==> src/rtl/iter_muldiv.sv <==
// iter_muldiv: iterative 8-bit Booth signed multiply / non-restoring unsigned divide (divide built only with ITER_MULDIV_DIV_EN)
module iter_muldiv (
  input  logic        clk,
  input  logic        rst,
  input  logic        start,
  input  logic        op,
  input  logic [7:0]  a,
  input  logic [7:0]  b,
  output logic        busy,
  output logic        done,
  output logic [15:0] result,
  output logic        div_by_zero
);
  typedef enum logic [2:0] {IDLE, MUL, DIV, FIX, DONE} state_t;
  state_t state, state_n;
  logic [2:0] cnt;
  logic [8:0] acc, m, bsum, mul_acc;
  logic [7:0] q, mul_q;
  logic q_1, last;
  assign last = cnt == 3'd7;
  assign bsum = (q[0] & ~q_1) ? acc - m : (~q[0] & q_1) ? acc + m : acc;
  assign mul_acc = {bsum[8], bsum[8:1]};
  assign mul_q = {bsum[0], q[7:1]};
`ifdef ITER_MULDIV_DIV_EN
  logic [8:0] dsh, dacc, fix;
  logic [7:0] dq;
  assign dsh = {acc[7:0], q[7]};
  assign dacc = acc[8] ? dsh + m : dsh - m;
  assign dq = {q[6:0], ~dacc[8]};
  assign fix = acc[8] ? acc + m : acc;
`endif
  // state register
  always_ff @(posedge clk)
    if (!rst) state <= IDLE;
    else state <= state_n;
  // next-state logic
  always_comb begin
    state_n = IDLE;
    case (state)
`ifdef ITER_MULDIV_DIV_EN
      IDLE: state_n = !start ? IDLE : !op ? MUL : (b != 8'd0) ? DIV : DONE;
      DIV:  state_n = last ? FIX : DIV;
      FIX:  state_n = DONE;
`else
      IDLE: state_n = !start ? IDLE : !op ? MUL : DONE;
`endif
      MUL:  state_n = last ? DONE : MUL;
      default: state_n = IDLE;
    endcase
  end
  // handshake outputs
  always_comb begin
    busy = state != IDLE;
    done = state == DONE;
  end
  // datapath: operand capture, iteration steps and result write-back
  always_ff @(posedge clk)
    if (!rst) begin
      cnt <= '0;
      acc <= '0;
      m <= '0;
      q <= '0;
      q_1 <= 1'b0;
      result <= '0;
      div_by_zero <= 1'b0;
    end else
      case (state)
        IDLE: if (start) begin
          cnt <= '0;
          acc <= '0;
          q_1 <= 1'b0;
          q <= op ? a : b;
          m <= op ? {1'b0, b} : {a[7], a};
`ifdef ITER_MULDIV_DIV_EN
          div_by_zero <= op && b == 8'd0;
          if (op && b == 8'd0) result <= {a, 8'hFF};
`else
          div_by_zero <= 1'b0;
          if (op) result <= '0;
`endif
        end
        MUL: begin
          acc <= mul_acc;
          q <= mul_q;
          q_1 <= q[0];
          cnt <= cnt + 3'd1;
          if (last) result <= {mul_acc[7:0], mul_q};
        end
`ifdef ITER_MULDIV_DIV_EN
        DIV: begin
          acc <= dacc;
          q <= dq;
          cnt <= cnt + 3'd1;
        end
        FIX: result <= {fix[7:0], q};
`endif
        default: ;
      endcase
endmodule

==> config.mk <==
export PLATFORM = sky130hd
export DESIGN_NAME = iter_muldiv
export DESIGN_NICKNAME = d
export VERILOG_FILES = /design/src/rtl/iter_muldiv.sv
export SDC_FILE = /design/constraint.sdc
export NUM_CORES = 1
export LEC_CHECK = 0
export CAP_MARGIN = 30
export CORE_MARGIN = 10
export CORE_UTILIZATION = 50
export CTS_BUF_LIST = sky130_fd_sc_hd__clkbuf_16
export CTS_CLUSTER_SIZE = 16
export DETAILED_ROUTE_END_ITERATION = 16
export PLACE_DENSITY = 0.76
export REMOVE_ABC_BUFFERS = 1
export SLEW_MARGIN = 10
export SYNTH_ARGS = -nofsm -noshare
export SYNTH_HDL_FRONTEND = slang
export SYNTH_SLANG_ARGS = --single-unit
==> constraint.sdc <==
create_clock -name clk -period 2.1 [get_ports clk]
set_clock_uncertainty 0.05 [all_clocks]
set_input_delay 0.42 -clock clk [delete_from_list [all_inputs] [get_ports clk]]
set_output_delay 0.42 -clock clk [all_outputs]
set_load 0.02 [all_outputs]
Word-level counts from Yosys, hierarchy flattened
Cells that the tools add are included.
Widths: inputs -> output; s select.
{"block": "totals", "regBits": 49, "input_bits": 20, "out_inout_bits": 19, "wordCells": 46}
{"block": "op_classes", "addsub": 3, "eq_ne": 6, "mux": 20, "bitwise_logic": 4, "reduce_logical": 6}
{"cell": "$mux 16", "n": 3}
{"cell": "$mux 9", "n": 4}
{"cell": "$pmux 16 s2", "n": 1}
{"cell": "$pmux 9 s2", "n": 1}
{"cell": "$mux 8", "n": 2}
{"cell": "$pmux 8 s2", "n": 1}
{"cell": "$mux 3", "n": 4}
{"cell": "$pmux 3 s2", "n": 2}
{"cell": "$add 9x9->9", "n": 1}
{"cell": "$sub 9x9->9", "n": 1}
{"cell": "$eq 3x3->1 const B", "n": 2}
{"cell": "$ne 2x2->1 const B", "n": 3}
{"cell": "$reduce_and 2->1", "n": 2}
{"cell": "$reduce_and 4->1", "n": 1}
{"cell": "$add 3x1->3 const B", "n": 1}
{"cell": "$eq 3x1->1 const B", "n": 1}
{"cell": "$logic_not 3->1", "n": 1}
{"cell": "$reduce_bool 3->1", "n": 1}
{"cell": "$and 1x1->1", "n": 2}
{"cell": "$not 1->1", "n": 2}
{"cell": "$pmux 1 s2", "n": 1}
{"cell": "$reduce_bool 2->1", "n": 1}
{"cell": "$mux 1", "n": 1}

Depth between registers and ports, before layout
Gate-level depths: netlist of the first run.
{"block": "depth", "word_depth": 6, "ltp_mapped": 10, "ltp_nobuf": 10}

Least setup slack after synthesis of the first run
No wires, ideal clock.
{"block": "synth_timing", "path_kind": "register -> register", "startpoint": "register acc[0]", "endpoint": "register result[15]", "setup_ns": 0.059, "t_arrival_ns": 2.039, "t_required_ns": 1.991, "setup_slack_ns": -0.048, "path_stages_with_launch": 11, "n_path_buf": 0, "synth_period_minus_slack_ns": 2.148, "path_cell_list": "dfxtp_1 inv_1 ha_1 inv_1 fa_1 a211o_1 o211ai_1 a21oi_1 mux2i_1 nor4_2 a22o_1"}
{"block": "synth_via", "elab_chain_len": 5, "elab_cells_between_ends": 6, "cone_classes": "add/sub: 2; mux: 4"}
{"element": "from (decl)", "line": "17", "source": "logic [8:0] acc, m, bsum, mul_acc;"}
{"element": "from (signal assigned)", "line": "83", "source": "acc <= mul_acc;"}
{"element": "$add 9x9->9", "line": "21", "source": "assign bsum = (q[0] & ~q_1) ? acc - m : (~q[0] & q_1) ? acc + m : acc;"}
{"element": "$mux 9", "line": "21"}
{"element": "$mux 9 (*)", "line": "21"}
{"element": "$mux 16 (*)", "line": "87", "source": "if (last) result <= {mul_acc[7:0], mul_q};"}
{"element": "$pmux 16 s2 (*)", "line": "67", "source": "case (state)"}
{"element": "to (signal assigned)", "line": "87"}
{"element": "to (decl)", "line": "11", "source": "output logic [15:0] result,"}
Mark *: on every way between the ends. The rest lies on a longest branch, timed or not. The select of a mux whose other input is x is not followed.
A chain may end at the register's enable or synchronous reset.

Worst setup path in the final report of the first run
{"block": "layout_timing", "startpoint": "register acc[0]", "endpoint": "register acc[5]"}
{"block": "layout_via", "elab_chain_len": 4, "elab_cells_between_ends": 5, "cone_classes": "add/sub: 2; mux: 3"}
{"element": "$add 9x9->9", "line": "21"}
{"element": "$mux 9", "line": "21"}
{"element": "$mux 9 (*)", "line": "21"}
{"element": "$pmux 9 s2 (*)", "line": "67"}
Mark *: on every way between the ends. The rest lies on a longest branch, timed or not.

==> results.toml, run 1 <==
[logic_synthesis]
ys_seq_area_frac = 0.318
ys_seq_elements = 47
synth_top_area_cell = "dfxtp_1"
synth_area_sq_um = 2960
syn_avg_cell_area_sq_um = 8.26
ys_async_sr_fraction = 0
ys_warn_count = 0
yosysMostFrequentCell = "dfxtp_1"
synth_area_leaders = "dfxtp_1 32%, ha_1 7.6%, nor2_1 5.2%"
synth_cell_types = 59
synth_top_cell_area_share = 0.318
ys.flop_type = "dfxtp_1"
syn_inst = 358
synth.top_cells.by_count = "47 x dfxtp_1, 41 x nor2_1, 29 x a21oi_1, 25 x nand2_1, 18 x ha_1"
synth_edf_count = 0

[floorplanning]
core_area_sq_um = 5610
die_h_microns = 96.9
boundaryPins = 39
fp.dieArea_sq_um = 9390
num_rows = 27
dieWidth_microns = 96.9
initial_core_util = 0.527

[final_layout]
layout.nets = 462
layout-drive-gt1-share = 0.243
final_util = 0.720
num-fill-cells = 417
finalInstanceArea_sq_um = 4040
area.sequential_sq_um = 948
multi_input_area_sq_um = 2050
diodes = 0
syn_to_final_growth_pct = 36.6

[critical_path]
critPathMostFrequentCell = "inv_2"
worstPathMaxFanout = 3
slowest_delay_ns = 0.41
worst-path-buf-inv = 2
required_ns = 2.23
crit_chain = "inv_2, ha_4, inv_2, fa_2, a211o_1, o211ai_1, nand2b_1, or3_4, a21oi_4, o31ai_1"
cp-end-kind = "flip-flop"
cp_top_family = "compound AO/OA/AOI/OAI gates"
cp_slowest_cell = "or3_4"
critPathLaunchType = "flip-flop"
r2r-start = "acc[0]"
worstPathArrival_ns = 2.40
r2r_setup_slack_ns = -0.18
path_class = "reg -> reg"
startpoint = "acc[0]"

[clock_tree]
clkTransAtPathRegs_ns = 0.07
ctsHoldBuffers = 0
htreeDepth = 2
cts_buffers = 5
cts_tree = "yes"
cts_root_buffer = "clkbuf_16"
clock_path_buffers = 2
clk_latency_ns = 0.29
clock_sinks = 47

[pwr]
comb_power_share = 0.283
clockPowerShare = 0.321
leakagePower_nw = 1.56
power_density_nw_per_um2 = 608
p_sw_mw = 0.757
p_seq_frac = 0.396
peakVddDrop_v = 0.000600
switching_share = 0.308
p_int_mw = 1.70
power_mw = 2.46

[detailed_routing]
drt_first_pass_iters = 5
final_antenna_net_count = 0
drt-total-wl_mm = 9.12
wire_per_inst_microns = 18.4
vias = 2986
drt-initial-drc-count = 299
remaining_drc_errors = 0
viasPerCell = 6.03

[timing]
final.min_clock_period_ns = 2.28
rsz0062_at_grt = "yes"
clock.fmax_ghz = 0.439
worst_slack_ns = -0.176
hold_viol = 0
tns_ns = -0.757
finalCritPeriodShare = 1.08
finalSetupViolCount = 6
holdWs_ns = 0.407
drv_slew = 0

[global_route]
grt_max_degree = 30
overflow = 0
grt_pass1_vias = 2767
grt_pass1_wl_mm = 14.0
grt.total_usage = 0.173
antenna_found_initial = 0

[outcome]
violations = "negative setup slack"
status = "finished, violations left"

[worst_hold_path]
hp-class = "reg -> reg"
min_from = "result[8]"

[place]
dp_hpwl_mm = 6.24
portBuffers = 37
gp_congestion = 0.990
place_area_sq_um = 3610

[flow_run]
maxCapViolations = 0
## worst register-to-register path, stage by stage, from the launching register on
cell and delay, ns:
dfxtp_2 0.34, inv_2 0.08, ha_4 0.15, inv_2 0.04
fa_2 0.38, a211o_1 0.27, o211ai_1 0.12, nand2b_1 0.11
or3_4 0.41, a21oi_4 0.16, o31ai_1 0.07
## path summary, 6_finish.rpt
path | end | cells after the start
min | result[8] | 2
min reg2reg | result[8] | 2
max | acc[5] | 10
max reg2reg | acc[5] | 10
## registers in the layout (all words and copies together), names as in the netlist
register  flops
acc           8
cnt           3
m             9
q             8
q_1           1
result       16
state         2
## metrics by stage
step | setup WS [ns] | cells
floorplan | -0.293 | 334
global placement | -0.125 | 479
detailed placement | -0.187 | 479
CTS | -0.0615 | 493
global route | -0.323 | 495
finish | -0.176 | 495
## area by class of cell
type / instances / area share
clock buffers: 5 / 0.0310
clock inverters: 3 / 0.00496
inverters: 16 / 0.0149
multi-input cells: 271 / 0.508
flip-flops and latches: 47 / 0.235
well taps: 72 / 0.0223
repair buffers: 81 / 0.184
## what timing repair did
action,in CTS,in global routing
setup endpoints to repair,10,10
pin swaps,6,10
gates resized for setup,16,31
setup buffers,6,2
## power by group through the flow
| stage | Sequential, mW | Combinational, mW | Clock, mW |
|---|---|---|---|
| 2_1_floorplan | 0.986 | 0.322 | 0 |
| 3_3_place_gp | 0.987 | 0.542 | 0 |
| 3_5_place_dp | 0.989 | 0.557 | 0 |
| 4_1_cts | 0.969 | 0.593 | 0.796 |
| 5_1_grt | 0.978 | 0.746 | 0.838 |
| 6_report | 0.973 | 0.694 | 0.788 |
## layer usage
layer	GRT usage	wire length, microns	up-vias
li1	-	-	1414
met1	0.218	3670	1423
met2	0.279	4510	127
met3	0.0362	685	22
met4	0.0665	254	0
met5	0	0	-
## cells by family (layout without fill, tap and decap cells)
group	count (synthesis)	after routing	share of synthesized area
AOI/OAI and AO/OA	100	100	0.231
xor gates and xnor gates	7	7	0.0233
adders and majority gates	21	21	0.0931
buffers and inverters	40	105	0.0580
DFF	47	47	0.318
muxes	21	21	0.0749
other	1	1	0.00127
and+or+nand+nor	121	121	0.200
## placed cells by master, fill, tap and decap left out, types with 6 or more instances in the layout
cell type,netlist,layout
a211oi_1,17,16
nor2_1,41,38
ha_1,18,11
o21ai_0,6,6
mux2i_1,15,14
a21oi_1,29,26
dfxtp_1,47,43
inv_1,15,13
nand2_1,25,24
clkdlybuf4s50_1,0,37
buf_4,2,40
nand3_1,15,15
nor2b_1,10,9
nand2b_1,6,6
Power figures use the tool's default switching activity.
==> run 2: changes to the inputs <==
--- a/config.mk
+++ b/config.mk
@@ -9,6 +9,7 @@
 export CORE_MARGIN = 10
 export CORE_UTILIZATION = 50
 export CTS_BUF_LIST = sky130_fd_sc_hd__clkbuf_16
+export CTS_CLUSTER_DIAMETER = 60
 export CTS_CLUSTER_SIZE = 16
 export DETAILED_ROUTE_END_ITERATION = 16
 export PLACE_DENSITY = 0.76
==> results of run 2 <==
Final layout, timing and power as in run 1 (identical DEF).
==> run 3: changes to the inputs <==
--- a/config.mk
+++ b/config.mk
@@ -12,7 +12,7 @@
 export CTS_CLUSTER_DIAMETER = 60
 export CTS_CLUSTER_SIZE = 16
 export DETAILED_ROUTE_END_ITERATION = 16
-export PLACE_DENSITY = 0.76
+export DONT_BUFFER_PORTS = 1
 export REMOVE_ABC_BUFFERS = 1
 export SLEW_MARGIN = 10
 export SYNTH_ARGS = -nofsm -noshare
==> constraint.sdc (replaced) <==
create_clock -name clk -period 2.7 [get_ports clk]
set_clock_uncertainty 0.05 [all_clocks]
set_input_delay 0.54 -clock clk [delete_from_list [all_inputs] [get_ports clk]]
set_output_delay 0.54 -clock clk [all_outputs]
set_load 0.02 [all_outputs]
==> results.toml, run 3 (synthesis gave the netlist of run 1 again) <==
[floorplanning]
die_h_microns = 96.9
num_rows = 27
boundaryPins = 39
dieWidth_microns = 96.9
fp.dieArea_sq_um = 9390
core_area_sq_um = 5610
initial_core_util = 0.527

[clock_tree]
cts_resized = 0
clock_sinks = 47
cts_root_buffer = "clkbuf_16"
htreeDepth = 2
cts_buffers = 5
clkTransAtPathRegs_ns = 0.06
cts_tree = "yes"
clock_path_buffers = 2
clk_latency_ns = 0.28
ctsHoldBuffers = 0
post_cts_buffers = 0

[final_layout]
layout-drive-gt1-share = 0.0860
finalInstanceArea_sq_um = 3150
largest_reg_flops = 16
largest-register = "result"
syn_to_final_growth_pct = 6.69
largest_registers = "result (16), m (9)"
final_common_cell = "dfxtp_1"
layout.nets = 388
layout_common_cells = "47 x dfxtp_1, 40 x nor2_1, 29 x a21oi_1"
diodes = 0
finalNonFillerCells = 421

[timing]
rsz0062_at_grt = "no"
hold_viol = 0
finalCritPeriodShare = 0.879
final.min_clock_period_ns = 2.37
relSlewSlack = 0.588
clock.fmax_ghz = 0.421
finalSetupViolCount = 0
drv_slew = 0
tightest_slew_ns = 0.617
tns_ns = 0

[worst_hold_path]
min_from = "rst"
hp-class = "in -> reg"

[pwr]
comb_power_share = 0.187
switching_share = 0.269
p_sw_mw = 0.477
leakagePower_nw = 1.22
peakVddDrop_v = 0.000375
p_seq_frac = 0.430
clockPowerShare = 0.383
power_density_nw_per_um2 = 561
p_int_mw = 1.29

[critical_path]
critPathLaunchType = "flip-flop"
worst-path-buf-inv = 2
required_ns = 2.88
worstPathArrival_ns = 2.55
slowest_delay_ns = 0.42
path_class = "reg -> reg"
critPathMostFrequentCell = "inv_1"
crit_chain = "inv_1, ha_1, inv_1, fa_1, a211o_1, o211ai_1, a21oi_1, mux2i_1, nor4_2, a22o_1"
cp_top_family = "compound AO/OA/AOI/OAI gates"
startpoint = "acc[0]"
r2r-start = "acc[0]"
worstPathMaxFanout = 4
cp_slowest_cell = "fa_1"
cp-end-kind = "flip-flop"

[place]
portBuffers = 0
place_area_sq_um = 2990
dp_hpwl_mm = 5.38
gp_congestion = 0.889
post-place-cells = 413

[detailed_routing]
remaining_drc_errors = 0
vias = 2458
wire_per_inst_microns = 17.3
drt-initial-drc-count = 236
drt-total-wl_mm = 7.30
drt_first_pass_iters = 4
viasPerCell = 5.84
final_antenna_net_count = 0

[global_route]
overflow = 0
grt_pass1_vias = 2325
grt_max_degree = 30
grt.total_usage = 0.150
antenna_found_initial = 0
grt_pass1_wl_mm = 12.1

[flow_run]
maxCapViolations = 0

[outcome]
status = "finished clean"
run 3: metal layers:
layer,vias to the layer above,GRT usage,wire length [microns]
met2,57,0.222,3350
met1,1130,0.205,3370
met4,0,0.0304,49
met3,4,0.0525,530
met5,-,0,0
li1,1267,-,-
run 3: final timing paths:
path	slack, ns	cells after the start	to
min	0.35	1	acc[3]
max reg2reg	0.33	10	result[15]
max	0.33	10	result[15]
min reg2reg	0.43	2	result[1]
run 3: final cells by class:
class | instances | area, sq um
Fill cell | 564 | 2450
Multi-Input combinational cell | 271 | 1850
Sequential cell | 47 | 941
Clock buffer | 5 | 125
Tap cell | 72 | 90.1
Inverter | 16 | 60.1
Timing Repair Buffer | 7 | 52.6
Clock inverter | 3 | 38.8
run 3: power groups by stage:
stage	registers, mW	logic [mW]	clock network, mW
2_1_floorplan	0.767	0.251	0
3_3_place_gp	0.776	0.328	0
3_5_place_dp	0.776	0.327	0
4_1_cts	0.761	0.330	0.695
5_1_grt	0.766	0.370	0.722
6_report	0.761	0.331	0.677
run 3: stage by stage:
step / power, mW / util / setup WS, ns / hold WS (ns)
floorplan: 1.02 / - / 0.307 / 0.405
global placement: 1.10 / 0.533 / 0.400 / 0.425
detailed placement: 1.10 / 0.533 / 0.323 / 0.424
CTS: 1.79 / 0.562 / 0.301 / 0.343
global route: 1.86 / 0.562 / 0.197 / 0.348
finish: 1.77 / 0.562 / 0.327 / 0.348
